File: src/rtl/serial_chunk_adder_if.sv
// Operand/result bundle for the serial chunk adder.
// The master drives the request side (start, op, cin, a, b).
// The slave returns the result side (sum, cout, overflow, busy, done).
interface serial_chunk_adder_if #(
    parameter int WIDTH = 16
);
    logic             start;
    logic             op;
    logic             cin;
    logic [WIDTH-1:0] a;
    logic [WIDTH-1:0] b;
    logic [WIDTH-1:0] sum;
    logic             cout;
    logic             overflow;
    logic             busy;
    logic             done;

    modport master (
        output start, op, cin, a, b,
        input  sum, cout, overflow, busy, done
    );

    modport slave (
        input  start, op, cin, a, b,
        output sum, cout, overflow, busy, done
    );
endinterface

File: src/rtl/serial_chunk_adder.sv
// Multi-cycle add/subtract unit.
// It pushes WIDTH-bit operands through a single CHUNK-bit ripple-carry slice,
// one chunk per clock, and keeps the inter-chunk carry in a register.
// Subtraction is computed as a + ~b + 1: b is inverted when it is captured,
// and the carry register is seeded with 1.
module serial_chunk_adder #(
    parameter int WIDTH = 16,
    parameter int CHUNK = 4
) (
    input  logic                  clk,
    input  logic                  reset,
    serial_chunk_adder_if.slave   bus
);
    localparam int N   = WIDTH / CHUNK;
    localparam int CW  = (N > 1) ? $clog2(N) : 1;
    localparam int MSB = WIDTH - 1;
    localparam logic [CW-1:0] LAST = CW'(N - 1);

    typedef enum logic [1:0] {
        S_IDLE = 2'b00,
        S_RUN  = 2'b01,
        S_DONE = 2'b10
    } state_t;

    state_t           r_state;
    state_t           w_state_next;
    logic             w_accept;
    logic             w_last;
    logic [WIDTH-1:0] r_a;
    logic [WIDTH-1:0] r_b;
    logic [WIDTH-1:0] r_sum;
    logic [CW-1:0]    r_cnt;
    logic             r_carry;
    logic             r_cout;
    logic             r_overflow;
    logic             r_busy;
    logic             r_done;
    int               w_base;
    logic [CHUNK-1:0] w_a_chunk;
    logic [CHUNK-1:0] w_b_chunk;
    logic [CHUNK:0]   w_slice;

    // Explicit CHUNK-bit ripple-carry slice; result is {carry_out, sum}.
    function automatic logic [CHUNK:0] ripple_add(
        input logic [CHUNK-1:0] x,
        input logic [CHUNK-1:0] y,
        input logic             c_in
    );
        logic [CHUNK-1:0] s;
        logic             c;
        c = c_in;
        for (int i = 0; i < CHUNK; i++) begin
            s[i] = x[i] ^ y[i] ^ c;
            c    = (x[i] & y[i]) | (x[i] & c) | (y[i] & c);
        end
        return {c, s};
    endfunction

    assign w_base    = int'(r_cnt) * CHUNK;
    assign w_a_chunk = r_a[w_base +: CHUNK];
    assign w_b_chunk = r_b[w_base +: CHUNK];
    assign w_slice   = ripple_add(w_a_chunk, w_b_chunk, r_carry);
    assign w_last    = (r_cnt == LAST);

    // Next-state decode; a new start is accepted from IDLE and from DONE (back-to-back).
    always_comb begin
        w_state_next = r_state;
        w_accept     = 1'b0;
        case (r_state)
            S_IDLE: begin
                if (bus.start) begin
                    w_accept     = 1'b1;
                    w_state_next = S_RUN;
                end else begin
                    w_state_next = S_IDLE;
                end
            end
            S_RUN: begin
                if (w_last) begin
                    w_state_next = S_DONE;
                end else begin
                    w_state_next = S_RUN;
                end
            end
            S_DONE: begin
                if (bus.start) begin
                    w_accept     = 1'b1;
                    w_state_next = S_RUN;
                end else begin
                    w_state_next = S_IDLE;
                end
            end
            default: begin
                w_state_next = S_IDLE;
            end
        endcase
    end

    // State register plus registered busy/done decodes of the next state.
    always_ff @(posedge clk or posedge reset) begin
        if (reset) begin
            r_state <= S_IDLE;
            r_busy  <= 1'b0;
            r_done  <= 1'b0;
        end else begin
            r_state <= w_state_next;
            r_busy  <= (w_state_next == S_RUN);
            r_done  <= (w_state_next == S_DONE);
        end
    end

    // Operand capture on accept, then one chunk per cycle into sum/carry; flags load on the last chunk.
    always_ff @(posedge clk or posedge reset) begin
        if (reset) begin
            r_a        <= '0;
            r_b        <= '0;
            r_sum      <= '0;
            r_cnt      <= '0;
            r_carry    <= 1'b0;
            r_cout     <= 1'b0;
            r_overflow <= 1'b0;
        end else if (w_accept) begin
            r_a     <= bus.a;
            r_b     <= bus.op ? ~bus.b : bus.b;
            r_carry <= bus.op ? 1'b1 : bus.cin;
            r_cnt   <= '0;
        end else if (r_state == S_RUN) begin
            r_sum[w_base +: CHUNK] <= w_slice[CHUNK-1:0];
            r_carry                <= w_slice[CHUNK];
            if (w_last) begin
                r_cnt      <= '0;
                r_cout     <= w_slice[CHUNK];
                r_overflow <= (r_a[MSB] == r_b[MSB]) && (w_slice[CHUNK-1] != r_a[MSB]);
            end else begin
                r_cnt <= r_cnt + CW'(1);
            end
        end
    end

    assign bus.sum      = r_sum;
    assign bus.cout     = r_cout;
    assign bus.overflow = r_overflow;
    assign bus.busy     = r_busy;
    assign bus.done     = r_done;
endmodule
File: src/flat_wrapper.sv
// flat-port wrapper written by rule: the top's interface ports become plain ports
module serial_chunk_adder_flat 
#(
    parameter int WIDTH = 16,
    parameter int CHUNK = 4
)
  (clk, reset, bus_start, bus_op, bus_cin, bus_a, bus_b, bus_sum, bus_cout, bus_overflow, bus_busy, bus_done);
  serial_chunk_adder_if #(.WIDTH(WIDTH)) bus_i ();
  input  logic clk;
  input  logic reset;
  input wire logic [$bits(bus_i.start)-1:0] bus_start;
  input wire logic [$bits(bus_i.op)-1:0] bus_op;
  input wire logic [$bits(bus_i.cin)-1:0] bus_cin;
  input wire logic [$bits(bus_i.a)-1:0] bus_a;
  input wire logic [$bits(bus_i.b)-1:0] bus_b;
  output wire logic [$bits(bus_i.sum)-1:0] bus_sum;
  output wire logic [$bits(bus_i.cout)-1:0] bus_cout;
  output wire logic [$bits(bus_i.overflow)-1:0] bus_overflow;
  output wire logic [$bits(bus_i.busy)-1:0] bus_busy;
  output wire logic [$bits(bus_i.done)-1:0] bus_done;
  assign bus_i.start = bus_start;
  assign bus_i.op = bus_op;
  assign bus_i.cin = bus_cin;
  assign bus_i.a = bus_a;
  assign bus_i.b = bus_b;
  assign bus_sum = bus_i.sum;
  assign bus_cout = bus_i.cout;
  assign bus_overflow = bus_i.overflow;
  assign bus_busy = bus_i.busy;
  assign bus_done = bus_i.done;
  serial_chunk_adder #(.WIDTH(WIDTH), .CHUNK(CHUNK)) u_core (.clk(clk), .reset(reset), .bus(bus_i));
endmodule
File: config.mk
export PLATFORM = sky130hd
export DESIGN_NAME = serial_chunk_adder_flat
export DESIGN_NICKNAME = d
export VERILOG_FILES = /design/src/rtl/serial_chunk_adder_if.sv /design/src/rtl/serial_chunk_adder.sv /design/src/flat_wrapper.sv
export SDC_FILE = /design/constraint.sdc
export NUM_CORES = 1
export LEC_CHECK = 0
export BUFFER_PORTS_ARGS = -buffer_cell sky130_fd_sc_hd__buf_2
export CORE_MARGIN = 3
export CORE_UTILIZATION = 30
export CTS_BUF_LIST = sky130_fd_sc_hd__clkbuf_4 sky130_fd_sc_hd__clkbuf_8
export CTS_CLUSTER_DIAMETER = 100
export DETAILED_ROUTE_END_ITERATION = 10
export GPL_TIMING_DRIVEN = 0
export PLACE_DENSITY = 0.6
export SYNTH_ARGS = -nofsm -noshare
export SYNTH_HDL_FRONTEND = slang
export SYNTH_SLANG_ARGS = --single-unit
File: constraint.sdc
create_clock -name clk -period 3.55 [get_ports clk]
set_input_delay 0.5325 -clock clk [delete_from_list [all_inputs] [get_ports clk]]
set_output_delay 0.5325 -clock clk [all_outputs]
set_load 0.005 [all_outputs]
==> flow_summary.toml <==
[outcome]
status = "complete, no violations"

[sta]
finalSetupViolations = 0
worst_pin_slew_ns = 0.558
min_period_ns = 3.31
finalMaxSlewViolations = 0
relSlewSlack_pct = 62.7
skew_ns = 0.00748
rsz0062_at_grt = "no"
timing.final.crit_share_pct = 93.4
timing.fmax_mhz = 302
layout_setup_ws_ns = 0.235
finalHoldViolCount = 0

[pwr]
p_leak_nw = 1.63
p_per_area_mw_per_mm2 = 948
ir_worst_vdd_v = 0.000413

[global_route]
grt_max_degree = 35
grt_pass1_vias = 2152
overflow = 0
grt_pass1_wl_mm = 10.5
grtUsageTotal_pct = 13.7
antenna_found_initial = 0

[cells_and_area]
fill_cells = 847
regArea_mm2 = 0.00143
stdcell_area_mm2 = 0.00330
nets = 363
post-route-util_pct = 39.0
drive_gt1_share_pct = 27.9
diodes = 0
final_cell_count_no_fill = 424
multiInputGateArea_mm2 = 0.00118
syn2layout_area_growth_pct = 23.0

[logic_synthesis]
netlist_instances = 249
synth_area_mm2 = 0.00269
synth_top_area_share_pct = 53.1
ys_seq_area_share_pct = 53.1
synth-edff-count = 0
synth_seq_cells = 57
syn_nets = 296
syn_avg_cell_area_um2 = 10.8
synth_xor_area_share_pct = 5.21
synth_simple_gate_area_share_pct = 16.7
synthFlopType = "dfrtp_1"
ys_types = 29
synth_area_leaders = "dfrtp_1 (53%), nand2_1 (10%), mux4_2 (6.7%)"
yosys_warnings = 0
synthTopCellsByCount = "nand2_1 (72), dfrtp_1 (57), o21ai_0 (20)"
synth_compound_area_share_pct = 8.99
ys_async_sr_fraction_pct = 100
yosys.area.top_type = "dfrtp_1"
synth_fa_ha_area_share_pct = 5.77
muxShareOfSynthArea_pct = 7.12
synth_top_family_by_area = "simple AND/OR/NAND/NOR gates"
yosys.cell_count.top_type = "nand2_1"

[floorplanning]
num_rows = 33
die_h_um = 101
io_pins = 57
start_util_pct = 31.8
die_w_um = 101
die-area_mm2 = 0.0101
core_mm2 = 0.00846

[routing]
drt_wl_total_mm = 6.23
vias = 1999
remaining_drc_errors = 0
drtIter0Drc = 62
antenna_left = 0
vias_per_cell = 4.71
drtPass1Iterations = 4
avgRoutedWirePerCell_um = 14.7

[clocking]
cts_root_buf = "clkbuf_8"
max-clock-path-buffers = 2
cts_setup_buffers = 0
htree_levels = 3
clock_latency_ns = 0.34
cts-buffers-inserted = 9
holdBufCountCts = 0
clk_pin_slew_ns = 0.06
cts_sinks = 57
cts_tree = "built"

[job]
maxCapViolCount = 0

[worst_setup_path]
r2r_slack_ns = 0.24
worstPathMaxFanout = 10
crit_end = "u_core.bus.overflow"
r2r-end = "u_core.bus.overflow"
reg2reg_depth = 11
start_kind = "flip-flop"
end_kind = "flip-flop"
critPathKind = "reg2reg"
cp-startpoint = "u_core.r_cnt[0]"
cp_data_arrival_time_ns = 3.54
crit_required_ns = 3.77
r2r-start = "u_core.r_cnt[0]"

[place]
finalWeightedCongestion = 0.740
io_buffers = 55
postPlaceCellArea_mm2 = 0.00311
dp_hpwl_mm = 4.69
pre_cts_ws_ns = -0.0828
placed_cells = 410

[hold_path]
hold_path.class = "in2async"
[layer usage]
metal / global-route usage [%] / up-vias / share of wire [%]
met5: 0 / - / 0
met4: 5.39 / 0 / 1.9
met3: 4.91 / 11 / 5.8
met2: 21.1 / 60 / 46
met1: 17.6 / 956 / 46
li1: - / 972 / -
[metrics by stage]
stage,total power [W],hold slack (ns),setup TNS [ns]
global route,0.00341,0.287,0
detailed placement,0.00258,0.463,-0.0828
floorplan,0.00207,0.440,0
finish,0.00313,0.246,0
CTS,0.00317,0.237,0
global placement,0.00253,0.453,-0.0247
[worst max-delay path, cell delays in order (launching register included)]
cell     delay (ns)
dfrtp_2        0.49
buf_4          0.26
mux4_2         0.53
fa_1           0.37
inv_1          0.08
fa_1           0.21
fa_1           0.17
inv_1          0.04
fa_1           0.63
and3b_1        0.21
a21oi_1        0.13
a21oi_1        0.08
[how the worst min path moves through the flow]
stage,end,cells past startpoint,slack (ns),start
floorplan,u_core.r_a[10],2,0.44,u_core.r_a[10]
global placement,u_core.r_a[0],2,0.45,u_core.r_a[0]
detailed placement,u_core.r_a[9],2,0.46,u_core.r_a[9]
CTS,u_core.bus.sum[10],2,0.24,reset
global route,u_core.bus.sum[8],2,0.29,reset
finish,u_core.bus.sum[13],2,0.25,reset
[area by class of cell]
type                    instances  share of cell area (%)
clock buffers                  10                    4.17
flip-flops and latches         57                    43.2
plain buffers                  12                    1.74
repair buffers                 56                    8.94
clock inverters                 4                    1.36
multi-input cells             171                    35.6
well taps                     105                    3.98
inverters                       9                    1.02
[layout by cell type (no fill, tap or decap), types with 2 or more instances in the layout]
cell type / instances
and2b_1: 2
or4b_1: 3
and2_1: 2
buf_2: 59
nand2_1: 72
a22o_1: 9
clkbuf_8: 10
fa_1: 4
nor2_1: 4
clkinv_2: 3
inv_1: 8
a21oi_1: 3
clkbuf_1: 6
nand3b_2: 2
xnor2_1: 16
o21ai_0: 20
ha_1: 6
dfrtp_1: 56
mux4_2: 8
nand3b_1: 2
o21ai_1: 6
nor4b_1: 3
[power by group]
| group | internal, W | switching, W | total (W) |
|---|---|---|---|
| Sequential | 0.000944 | 0.000190 | 0.00113 |
| Clock | 0.000331 | 0.000243 | 0.000575 |
| Combinational | 0.000632 | 0.000790 | 0.00142 |
| Total | 0.00191 | 0.00122 | 0.00313 |
[registers in the layout, summed over array words and instances (netlist names)]
register and cells:
u_core.r_carry 1, u_core.r_cnt 2, u_core.bus.busy 1, u_core.bus.done 1
u_core.r_b 16, u_core.r_state 2, u_core.bus.overflow 1, u_core.r_a 16
u_core.bus.sum 16, u_core.bus.cout 1
[logic make-up (layout without fill, tap and decap cells)]
group	count (synthesis)	count (layout)
AND/OR/NAND/NOR	96	96
adder cells (fa/ha/maj)	10	10
buffers and inverters	21	91
AO/OA/AOI/OAI	40	40
multiplexers	9	9
XOR/XNOR	16	16
flip-flops	57	57
[what timing repair did]
item / in CTS / in global routing
resized for setup: 1 / 5
cloned: 0 / 0
setup endpoints to repair: 1 / 1
Power figures use the tool's default switching activity.
